## src/rtl/ram_arbiter.sv

```systemverilog
// Two-port arbiter in front of a single-port RAM: IDLE -> ACCESS -> RESP per access.
// Define RAM_ARB_ROUND_ROBIN_EN for round-robin tie-break; default is fixed priority to port 1.
module ram_arbiter #(
  parameter int ADDR_WIDTH = 10,
  parameter int DATA_WIDTH = 32
) (
  input  logic                  clk,
  input  logic                  reset,
  input  logic                  m0_req,
  input  logic                  m0_wr,
  input  logic [ADDR_WIDTH-1:0] m0_addr,
  input  logic [DATA_WIDTH-1:0] m0_wdata,
  output logic                  m0_ack,
  output logic [DATA_WIDTH-1:0] m0_rdata,
  input  logic                  m1_req,
  input  logic                  m1_wr,
  input  logic [ADDR_WIDTH-1:0] m1_addr,
  input  logic [DATA_WIDTH-1:0] m1_wdata,
  output logic                  m1_ack,
  output logic [DATA_WIDTH-1:0] m1_rdata,
  output logic                  ram_en,
  output logic                  ram_wr,
  output logic [ADDR_WIDTH-1:0] ram_addr,
  output logic [DATA_WIDTH-1:0] ram_wdata,
  input  logic [DATA_WIDTH-1:0] ram_rdata,
  output logic                  busy,
  output logic                  owner
);

  typedef enum logic [1:0] {IDLE, ACCESS, RESP} state_t;

  state_t                  state_q, state_d;
  logic                    ram_en_q, ram_en_d;
  logic                    ram_wr_q, ram_wr_d;
  logic [ADDR_WIDTH-1:0]   ram_addr_q, ram_addr_d;
  logic [DATA_WIDTH-1:0]   ram_wdata_q, ram_wdata_d;
  logic                    m0_ack_q, m0_ack_d;
  logic                    m1_ack_q, m1_ack_d;
  logic [DATA_WIDTH-1:0]   m0_rdata_q, m0_rdata_d;
  logic [DATA_WIDTH-1:0]   m1_rdata_q, m1_rdata_d;
  logic                    owner_q, owner_d;
  logic                    winner;

`ifdef RAM_ARB_ROUND_ROBIN_EN
  // Last-grant pointer; only consulted to break ties.
  logic                    last_q, last_d;

  always_comb begin
    winner = (m0_req && m1_req) ? ~last_q : m1_req;
  end

  always_ff @(posedge clk or posedge reset) begin
    if (reset) last_q <= 1'b1;
    else       last_q <= last_d;
  end
`else
  always_comb begin
    winner = m1_req;
  end
`endif

  always_ff @(posedge clk or posedge reset) begin
    if (reset) begin
      state_q     <= IDLE;
      ram_en_q    <= 1'b0;
      ram_wr_q    <= 1'b0;
      ram_addr_q  <= '0;
      ram_wdata_q <= '0;
      m0_ack_q    <= 1'b0;
      m1_ack_q    <= 1'b0;
      m0_rdata_q  <= '0;
      m1_rdata_q  <= '0;
      owner_q     <= 1'b0;
    end else begin
      state_q     <= state_d;
      ram_en_q    <= ram_en_d;
      ram_wr_q    <= ram_wr_d;
      ram_addr_q  <= ram_addr_d;
      ram_wdata_q <= ram_wdata_d;
      m0_ack_q    <= m0_ack_d;
      m1_ack_q    <= m1_ack_d;
      m0_rdata_q  <= m0_rdata_d;
      m1_rdata_q  <= m1_rdata_d;
      owner_q     <= owner_d;
    end
  end

  always_comb begin
    state_d     = state_q;
    ram_en_d    = ram_en_q;
    ram_wr_d    = ram_wr_q;
    ram_addr_d  = ram_addr_q;
    ram_wdata_d = ram_wdata_q;
    m0_ack_d    = 1'b0;
    m1_ack_d    = 1'b0;
    m0_rdata_d  = m0_rdata_q;
    m1_rdata_d  = m1_rdata_q;
    owner_d     = owner_q;
`ifdef RAM_ARB_ROUND_ROBIN_EN
    last_d      = last_q;
`endif
    case (state_q)
      IDLE: begin
        if (m0_req || m1_req) begin
          ram_en_d    = 1'b1;
          ram_wr_d    = winner ? m1_wr    : m0_wr;
          ram_addr_d  = winner ? m1_addr  : m0_addr;
          ram_wdata_d = winner ? m1_wdata : m0_wdata;
          owner_d     = winner;
`ifdef RAM_ARB_ROUND_ROBIN_EN
          last_d      = winner;
`endif
          state_d     = ACCESS;
        end
      end
      ACCESS: begin
        // RAM output is combinational, so it is valid on this closing edge.
        ram_en_d = 1'b0;
        ram_wr_d = 1'b0;
        if (owner_q) begin
          m1_ack_d = 1'b1;
          if (!ram_wr_q) m1_rdata_d = ram_rdata;
        end else begin
          m0_ack_d = 1'b1;
          if (!ram_wr_q) m0_rdata_d = ram_rdata;
        end
        state_d = RESP;
      end
      RESP:    state_d = IDLE;
      default: state_d = IDLE;
    endcase
  end

  assign ram_en    = ram_en_q;
  assign ram_wr    = ram_wr_q;
  assign ram_addr  = ram_addr_q;
  assign ram_wdata = ram_wdata_q;
  assign m0_ack    = m0_ack_q;
  assign m1_ack    = m1_ack_q;
  assign m0_rdata  = m0_rdata_q;
  assign m1_rdata  = m1_rdata_q;
  assign owner     = owner_q;
  assign busy      = (state_q == ACCESS) || (state_q == RESP);

endmodule

```

## config.mk

```make
export PLATFORM = sky130hd
export DESIGN_NAME = ram_arbiter
export DESIGN_NICKNAME = d
export VERILOG_FILES = /design/src/rtl/ram_arbiter.sv
export SDC_FILE = /design/constraint.sdc
export NUM_CORES = 1
export LEC_CHECK = 0
export CAP_MARGIN = 10
export CORE_AREA = 10 10 92 174
export DETAILED_ROUTE_END_ITERATION = 16
export DIE_AREA = 0 0 102 184
export HOLD_SLACK_MARGIN = 0.08
export PLACE_DENSITY = 0.77
export SYNTH_ARGS = -nofsm -noshare
export SYNTH_HDL_FRONTEND = slang
export SYNTH_SLANG_ARGS = --single-unit
```

## constraint.sdc

```tcl
create_clock -name clk -period 3.6 [get_ports clk]
set_input_delay 0.72 -clock clk [delete_from_list [all_inputs] [get_ports clk]]
set_output_delay 0.72 -clock clk [all_outputs]
set_load 0.005 [all_outputs]
```

==> summary.md, run 1 <==
| Metric | Value |
|---|---|
| Post-synthesis cell type count | 22 |
| Root Driver | clkbuf_16 |
| Max Slew Vio Count | 0 |
| Fin. Hold Viols | 0 |
| H-tree Lvls | 4 |
| Critical Path Start Type | flop |
| R2r startpoint | state_q[1]$_DFFE_PP0P_ |
| Share of cells above drive strength 1 | 0.170 |
| # diodes | 0 |
| Register area share after synthesis | 0.607 |
| Ranking of synthesized cells by area | dfrtp_1, mux2_2, mux2i_1 |
| Total GRT Usage | 0.149 |
| Maximum vdd ir drop | 0.575 mV |
| Hold Path Stages | 2 |
| RSZ-0062 raised after global routing | no |
| Gr ovfl total | 0 |
| HP Start | ram_wdata[14]$_DFFE_PP0P_ |
| Via count | 3,576 |
| Row cnt | 59 |
| Setup WS pre-CTS | 1290 ps |
| DIE WIDTH | 102 um |
| Min setup slack post-route | 1230 ps |
| TritonCTS Buffers | 17 |
| Routed wire length per instance | 18.7 um |
| Cell count after synthesis | 349 |
| Starting Density | 0.355 |
| Min-delay worst type | reg -> reg |
| Synth top area share | 0.607 |
| Leak | 3.38 nW |
| Global-route wire length before repair | 21.5 mm |
| Most frequent cell after synthesis | dfrtp_1 |
| TritonCTS clock tree | done |
| Finished Core Util | 0.595 |
| Flop2flop setup slack | 1690 ps |
| Vias per Instance | 4.76 |
| Power per cell area | 887 nW/um^2 |
| Clock sinks | 113 |
| Initial DRC count | 42 |
| Max cap viols | 0 |
| CP Data Required Time | 2880 ps |
| NumNets Final | 713 |
| I/O Buffers | 233 |
| Top cells by count, synth | dfrtp_1, mux2_2, mux2i_1, nand2_1, o21ai_0 |
| DR pass1 iterations | 4 |
| Routability Congestion | 0.743 |
| Die Footprint | 18,800 um^2 |
| Hold_buf cts | 0 |
| F_max | 0.422 GHz |
| Worst-path fanout max | 4 |
| Worst r2r dst | m0_rdata[14]$_DFFE_PP0P_ |
| WS Path Type | reg -> out |
| Worst-Margin Slew | 667 ps |
| Max_slew headroom | 0.555 |
| Crit path from | state_q[0]$_DFFE_PP0P_ |
| Post-synth top flop | dfrtp_1 |
| Final wirelength | 14.0 mm |
| CTS clock-pin slew for the worst setup and hold paths | 50 ps |
| Mean Syn Cell Area | 13.3 um^2 |
| Final worst-path cycle share | 0.659 |
| Post-synth EDFFs | 0 |
| Core Area | 13,100 um^2 |
| Worst Setup End Kind | output pin |
| Post-Syn Area | 4660 um^2 |
| Yosys top cell by area | dfrtp_1 |
| Die Ht | 184 um |
| Arr. time, crit path | 1650 ps |
| Area Overhead vs Synth | 67.8% |
| # DRC | 0 |
| Status | complete, no violations |
| Vias in the first global route | 4,002 |
| Later-pin clock latency in the skew report | 400 ps |
| Boundary pin count | 234 |
| Hold EP | ram_wdata[14]$_DFFE_PP0P_ |
| Post-DP HPWL | 11.2 mm |
| Largest net degree at the start of global routing | 85 |
| Fin crit period | 2370 ps |
| Area after DPL | 7130 um^2 |
| Post-CTS Setup Bufs | 0 |
| Synthesis-stage register bit count | 113 |
| Clock buffer depth | 2 |
| Post-cts sizing count | 0 |
| Filler cells | 1,113 |
| Initial antenna violation count | 0 |
| Clk_skew | 8.49 ps |
| Final setup vio count | 0 |
| Synth Net Count | 475 |
| Ys async rst share | 1.00 |
| Design area | 7820 um^2 |
| Final ANT Viol Nets | 0 |
| YS warnings | 0 |
| TNS Setup | 0 ps |
| Worst-case reg-to-reg path depth | 5 |
-- flip-flops by register name (all words and copies together), names as in the netlist --
name and count:
ram_wr 1, m0_ack 1, ram_wdata 32, m1_rdata 32
m1_ack 1, owner 1, ram_en 1, m0_rdata 32
state_q 2, ram_addr 10
-- where the power goes --
part / internal (W) / total (W) / switching, W
sequential: 0.00192 / 0.00226 / 0.000342
combinational: 0.00176 / 0.00275 / 0.000994
clock: 0.00134 / 0.00192 / 0.000583
-- worst max path at each step --
stage,slack (ps),cells after the start,endpoint
4_1_cts,1200,3,busy
3_5_place_dp,1290,4,ram_addr[9]$_DFFE_PP0P_
3_3_place_gp,1370,4,ram_wdata[6]$_DFFE_PP0P_
6_report,1230,3,busy
5_1_grt,1140,3,busy
2_1_floorplan,1510,1,m0_ack$_DFF_PP0_
-- kinds of logic after synthesis --
family / synth area share
compound gates: 0.0513
buf+inv: 0.0282
mux: 0.254
flops: 0.607
fa+ha+maj: 0.0107
simple gates: 0.0486
-- critical path, cell delays in order, from the launching register on --
cell             delay, ps
dfrtp_1                380
inv_1                   70
ha_1                   280
clkdlybuf4s50_1        520
-- metrics by stage --
| stage | power [W] | std cells | hold slack [ps] |
|---|---|---|---|
| floorplan | 0.00334 | 349 | 473 |
| global placement | 0.00499 | 720 | 462 |
| detailed placement | 0.00511 | 720 | 469 |
| CTS | 0.00706 | 752 | 482 |
| global route | 0.00735 | 752 | 502 |
| finish | 0.00693 | 752 | 474 |
-- routing by layer --
| layer | global-route usage | wire length, um | share of wire |
|---|---|---|---|
| met1 | 0.142 | 4770 | 0.34 |
| met2 | 0.277 | 7790 | 0.56 |
| met3 | 0.0602 | 1240 | 0.089 |
| met4 | 0.0477 | 230 | 0.016 |
| met5 | 0 | 0 | 0 |
-- placed cells by master, fill, tap and decap left out --
master / netlist / final
a21oi_1: 1 / 1
a22o_1: 1 / 1
a311o_1: 1 / 1
and2_1: 2 / 2
buf_12: 0 / 1
buf_2: 14 / 1
buf_4: 0 / 5
bufinv_16: 0 / 6
clkbuf_16: 0 / 17
clkbuf_8: 0 / 2
clkdlybuf4s50_1: 0 / 232
clkinv_2: 0 / 2
clkinv_4: 0 / 2
clkinvlp_4: 0 / 3
dfrtp_1: 113 / 113
ha_1: 4 / 4
inv_1: 4 / 3
inv_6: 0 / 1
mux2_1: 6 / 6
mux2_2: 60 / 60
mux2i_1: 44 / 44
nand2_1: 44 / 44
nand3b_1: 1 / 1
nor2_1: 2 / 2
nor2b_1: 1 / 1
nor3b_4: 1 / 1
nor4b_1: 1 / 1
o21ai_0: 42 / 42
o21ai_4: 0 / 1
-- final cells by class --
type	count	area (um^2)	share of cell area
flip-flops and latches	113	2830	0.362
repair buffers	239	2380	0.305
multi-input cells	212	1710	0.219
clock buffers	19	453	0.0579
clock inverters	13	231	0.0296
well taps	152	190	0.0243
inverters	4	18.8	0.00240
No activity file was read; power rests on OpenSTA's default activity.
==> run 2, diff against run 1 <==
--- a/config.mk
+++ b/config.mk
@@ -6,11 +6,11 @@
 export NUM_CORES = 1
 export LEC_CHECK = 0
 export CAP_MARGIN = 10
-export CORE_AREA = 10 10 92 174
+export CORE_AREA = 10 10 88 166
 export DETAILED_ROUTE_END_ITERATION = 16
-export DIE_AREA = 0 0 102 184
+export DIE_AREA = 0 0 98 176
 export HOLD_SLACK_MARGIN = 0.08
-export PLACE_DENSITY = 0.77
+export PLACE_DENSITY = 0.8
 export SYNTH_ARGS = -nofsm -noshare
 export SYNTH_HDL_FRONTEND = slang
 export SYNTH_SLANG_ARGS = --single-unit
==> constraint.sdc (replaced) <==
create_clock -name clk -period 2.39 [get_ports clk]
set_input_delay 0.478 -clock clk [delete_from_list [all_inputs] [get_ports clk]]
set_output_delay 0.478 -clock clk [all_outputs]
set_load 0.005 [all_outputs]
==> run 2 against run 1 <==
Against the previous run:
- setup slack worse by 1000 ps
- critical path depth stayed put
- highest routed layer unchanged
- non-clock buffer count up 2
- final cell count down 0.40%
- sequential power is 50% higher
- critical endpoint unchanged
- wire length shrank 0.58%
- critical path type unchanged
- clock power up 32%
- utilization up 5.1 points
- hold slack got worse by 24 ps
- first-iteration DRC count grew 83%
==> summary.md, run 2 (synthesis gave the netlist of run 1 again) <==
| Metric | Value |
|---|---|
| Status | complete, no violations |
| Routability Congestion | 0.758 (+2.0%) |
| F_max | 0.459 GHz |
| Largest net degree at the start of global routing | 85 (unchanged) |
| Flop2flop setup slack | 490 ps (-1200 ps) |
| Total power | 0.0101 W (+46%) |
| Met2 wire length | 7.64 mm (-2.0%) |
| DR pass1 iterations | 4 (unchanged) |
| Worst-path fanout max | 4 (unchanged) |
| Final ANT Viol Nets | 0 (unchanged) |
| Fin. Hold Viols | 0 (unchanged) |
| Global-route wire length before repair | 22.3 mm (+3.6%) |
| Worst Setup End Kind | output pin |
| Row cnt | 57 (-3.4%) |
| HP Start | m1_req |
| H-tree Lvls | 4 (unchanged) |
| CP max stage delay | 530 ps (about the same) |
| Boundary pin count | 234 (unchanged) |
| Most frequent cells in the layout | clkdlybuf4s50_1, dfrtp_1, mux2_2, nand2_1, mux2i_1 |
| DIE WIDTH | 98 um (-3.9%) |
| Total GRT Usage | 0.161 (+0.0122) |
| Max cap viols | 0 (unchanged) |
| Gr ovfl total | 0 (unchanged) |
| Critical Path Start Type | flop |
| NumNets Final | 715 (+0.28%) |
| TritonCTS Buffers | 17 (unchanged) |
| Final Non-Filler Cells | 749 (-0.40%) |
| Post-cts sizing count | 0 (unchanged) |
| Pint | 0.00717 W (+43%) |
| Final wirelength | 14.0 mm (-0.58%) |
| Worst-case reg-to-reg path depth | 5 (unchanged) |
| TritonCTS clock tree | done |
| Worst r2r dst | m0_rdata[6]$_DFFE_PP0P_ |
| Hold Path Stages | 2 (unchanged) |
| Sequential share of power | 0.336 (+0.010) |
| Maximum vdd ir drop | 0.750 mV (+31%) |
| Clock sinks | 113 (unchanged) |
| # DRC | 0 (unchanged) |
| Initial DRC count | 77 (+83%) |
| Switching Share | 0.291 (+0.0145) |
| CTS clock-pin slew for the worst setup and hold paths | 50 ps (about the same) |
| Power per cell area | 1300 nW/um^2 (+47%) |
| Fin crit period | 2180 ps |
| Core Area | 12,100 um^2 (-8.3%) |
| Top sig layer | met4 |
| Hold EP | owner$_DFFE_PP0P_ |
| Clk network pwr share | 0.250 (-0.027) |
| Worst-Margin Slew | 558 ps (-109 ps) |
| Min-delay worst type | in -> reg |
| Die Ht | 176 um (-4.3%) |
| Wire length on met1 | 4.76 mm (-0.31%) |
| Sequential Area | 2830 um^2 (unchanged) |
| CP Data Required Time | 1910 ps (-970 ps) |
| Commonest non-fill, non-tap cell in the layout | clkdlybuf4s50_1 |
| Vias in the first global route | 4,126 (+3.1%) |
| Routed wire length per instance | 18.6 um (-0.18%) |
| Starting Density | 0.386 (+0.0320) |
| Multi-input logic area | 1710 um^2 (unchanged) |
| Arr. time, crit path | 1700 ps (+50 ps) |
| Final worst-path cycle share | 0.912 |
| # diodes | 0 (unchanged) |
| Post-Place Cells | 717 (-0.42%) |
| Net Sw Power | 0.00295 W (+54%) |
| Final setup vio count | 0 (unchanged) |
| Filler cells | 963 (-13%) |
| Max_slew headroom | 0.627 (+0.0720) |
| Max Slew Vio Count | 0 (unchanged) |
| I/O Buffers | 233 (unchanged) |
| Slowest CP cell | clkdlybuf4s50_1 |
| WS Path Type | reg -> out |
| RSZ-0062 raised after global routing | no |
| Clk_skew | 8.48 ps (-0.00530 ps) |
| R2r startpoint | state_q[1]$_DFFE_PP0P_ |
| Final hold slack | 450 ps (-23.6 ps) |
| Met3 wire len | 1.27 mm (+1.9%) |
| Via count | 3,567 (-0.25%) |
| TNS Setup | 0 ps (unchanged) |
| Root Driver | clkbuf_16 |
| CP cell instances | inv_1 -> ha_1 -> clkdlybuf4s50_1 |
| Die Footprint | 17,200 um^2 (-8.1%) |
| Share of cells above drive strength 1 | 0.173 (+0.00276) |
| Clock buffer depth | 2 (unchanged) |
| Comb power frac | 0.414 (+0.017) |
| Post-CTS Setup Bufs | 0 (unchanged) |
| Vias per Instance | 4.76 (+0.15%) |
| Later-pin clock latency in the skew report | 400 ps (about the same) |
| Leak | 3.36 nW (-0.67%) |
| Post-DP HPWL | 11.2 mm (-0.30%) |
| Area Overhead vs Synth | 67.1% |
| Initial antenna violation count | 0 (unchanged) |
| Hold_buf cts | 0 (unchanged) |
[run 2: how the worst max path moves through the flow]
stage	start	endpoint	cells past startpoint
floorplan	reset	m0_ack$_DFF_PP0_	1
global placement	state_q[1]$_DFFE_PP0P_	m0_rdata[14]$_DFFE_PP0P_	5
detailed placement	state_q[1]$_DFFE_PP0P_	m0_rdata[10]$_DFFE_PP0P_	5
CTS	state_q[0]$_DFFE_PP0P_	busy	3
global route	state_q[0]$_DFFE_PP0P_	busy	3
finish	state_q[0]$_DFFE_PP0P_	busy	3
[run 2: power groups by stage]
| stage | logic, W | clock network [W] | registers, W |
|---|---|---|---|
| 6_report | 0.00419 | 0.00253 | 0.00340 |
| 4_1_cts | 0.00430 | 0.00257 | 0.00342 |
| 5_1_grt | 0.00458 | 0.00265 | 0.00354 |
| 2_1_floorplan | 0.00156 | 0 | 0.00347 |
| 3_5_place_dp | 0.00428 | 0 | 0.00345 |
| 3_3_place_gp | 0.00416 | 0 | 0.00339 |
[run 2: stage by stage]
stage | utilization | setup slack, ps | instance area, um^2
finish | 0.646 | 210 | 7780
global route | 0.646 | 117 | 7780
CTS | 0.646 | 168 | 7780
detailed placement | 0.596 | 484 | 7180
global placement | 0.596 | 586 | 7180
floorplan | - | 541 | 4660
[run 2: cell type report]
cell class / instances / share of cell area
inverters: 4 / 0.00241
flip-flops and latches: 113 / 0.363
multi-input cells: 212 / 0.220
clock inverters: 13 / 0.0195
clock buffers: 19 / 0.0582
well taps: 147 / 0.0236
repair buffers: 241 / 0.313
[run 2: worst max-delay path, delay by kind of cell, from the launching register on]
family	cells	cell delay, ps
DFF	1	400
buffers and inverters	2	620
adders and majority gates	1	290
[run 2: metal layers]
metal  up-vias  GRT usage
li1       1695          -
met1      1690      0.152
met2       161      0.294
met3        21     0.0751
met4         0     0.0554
met5         -          0
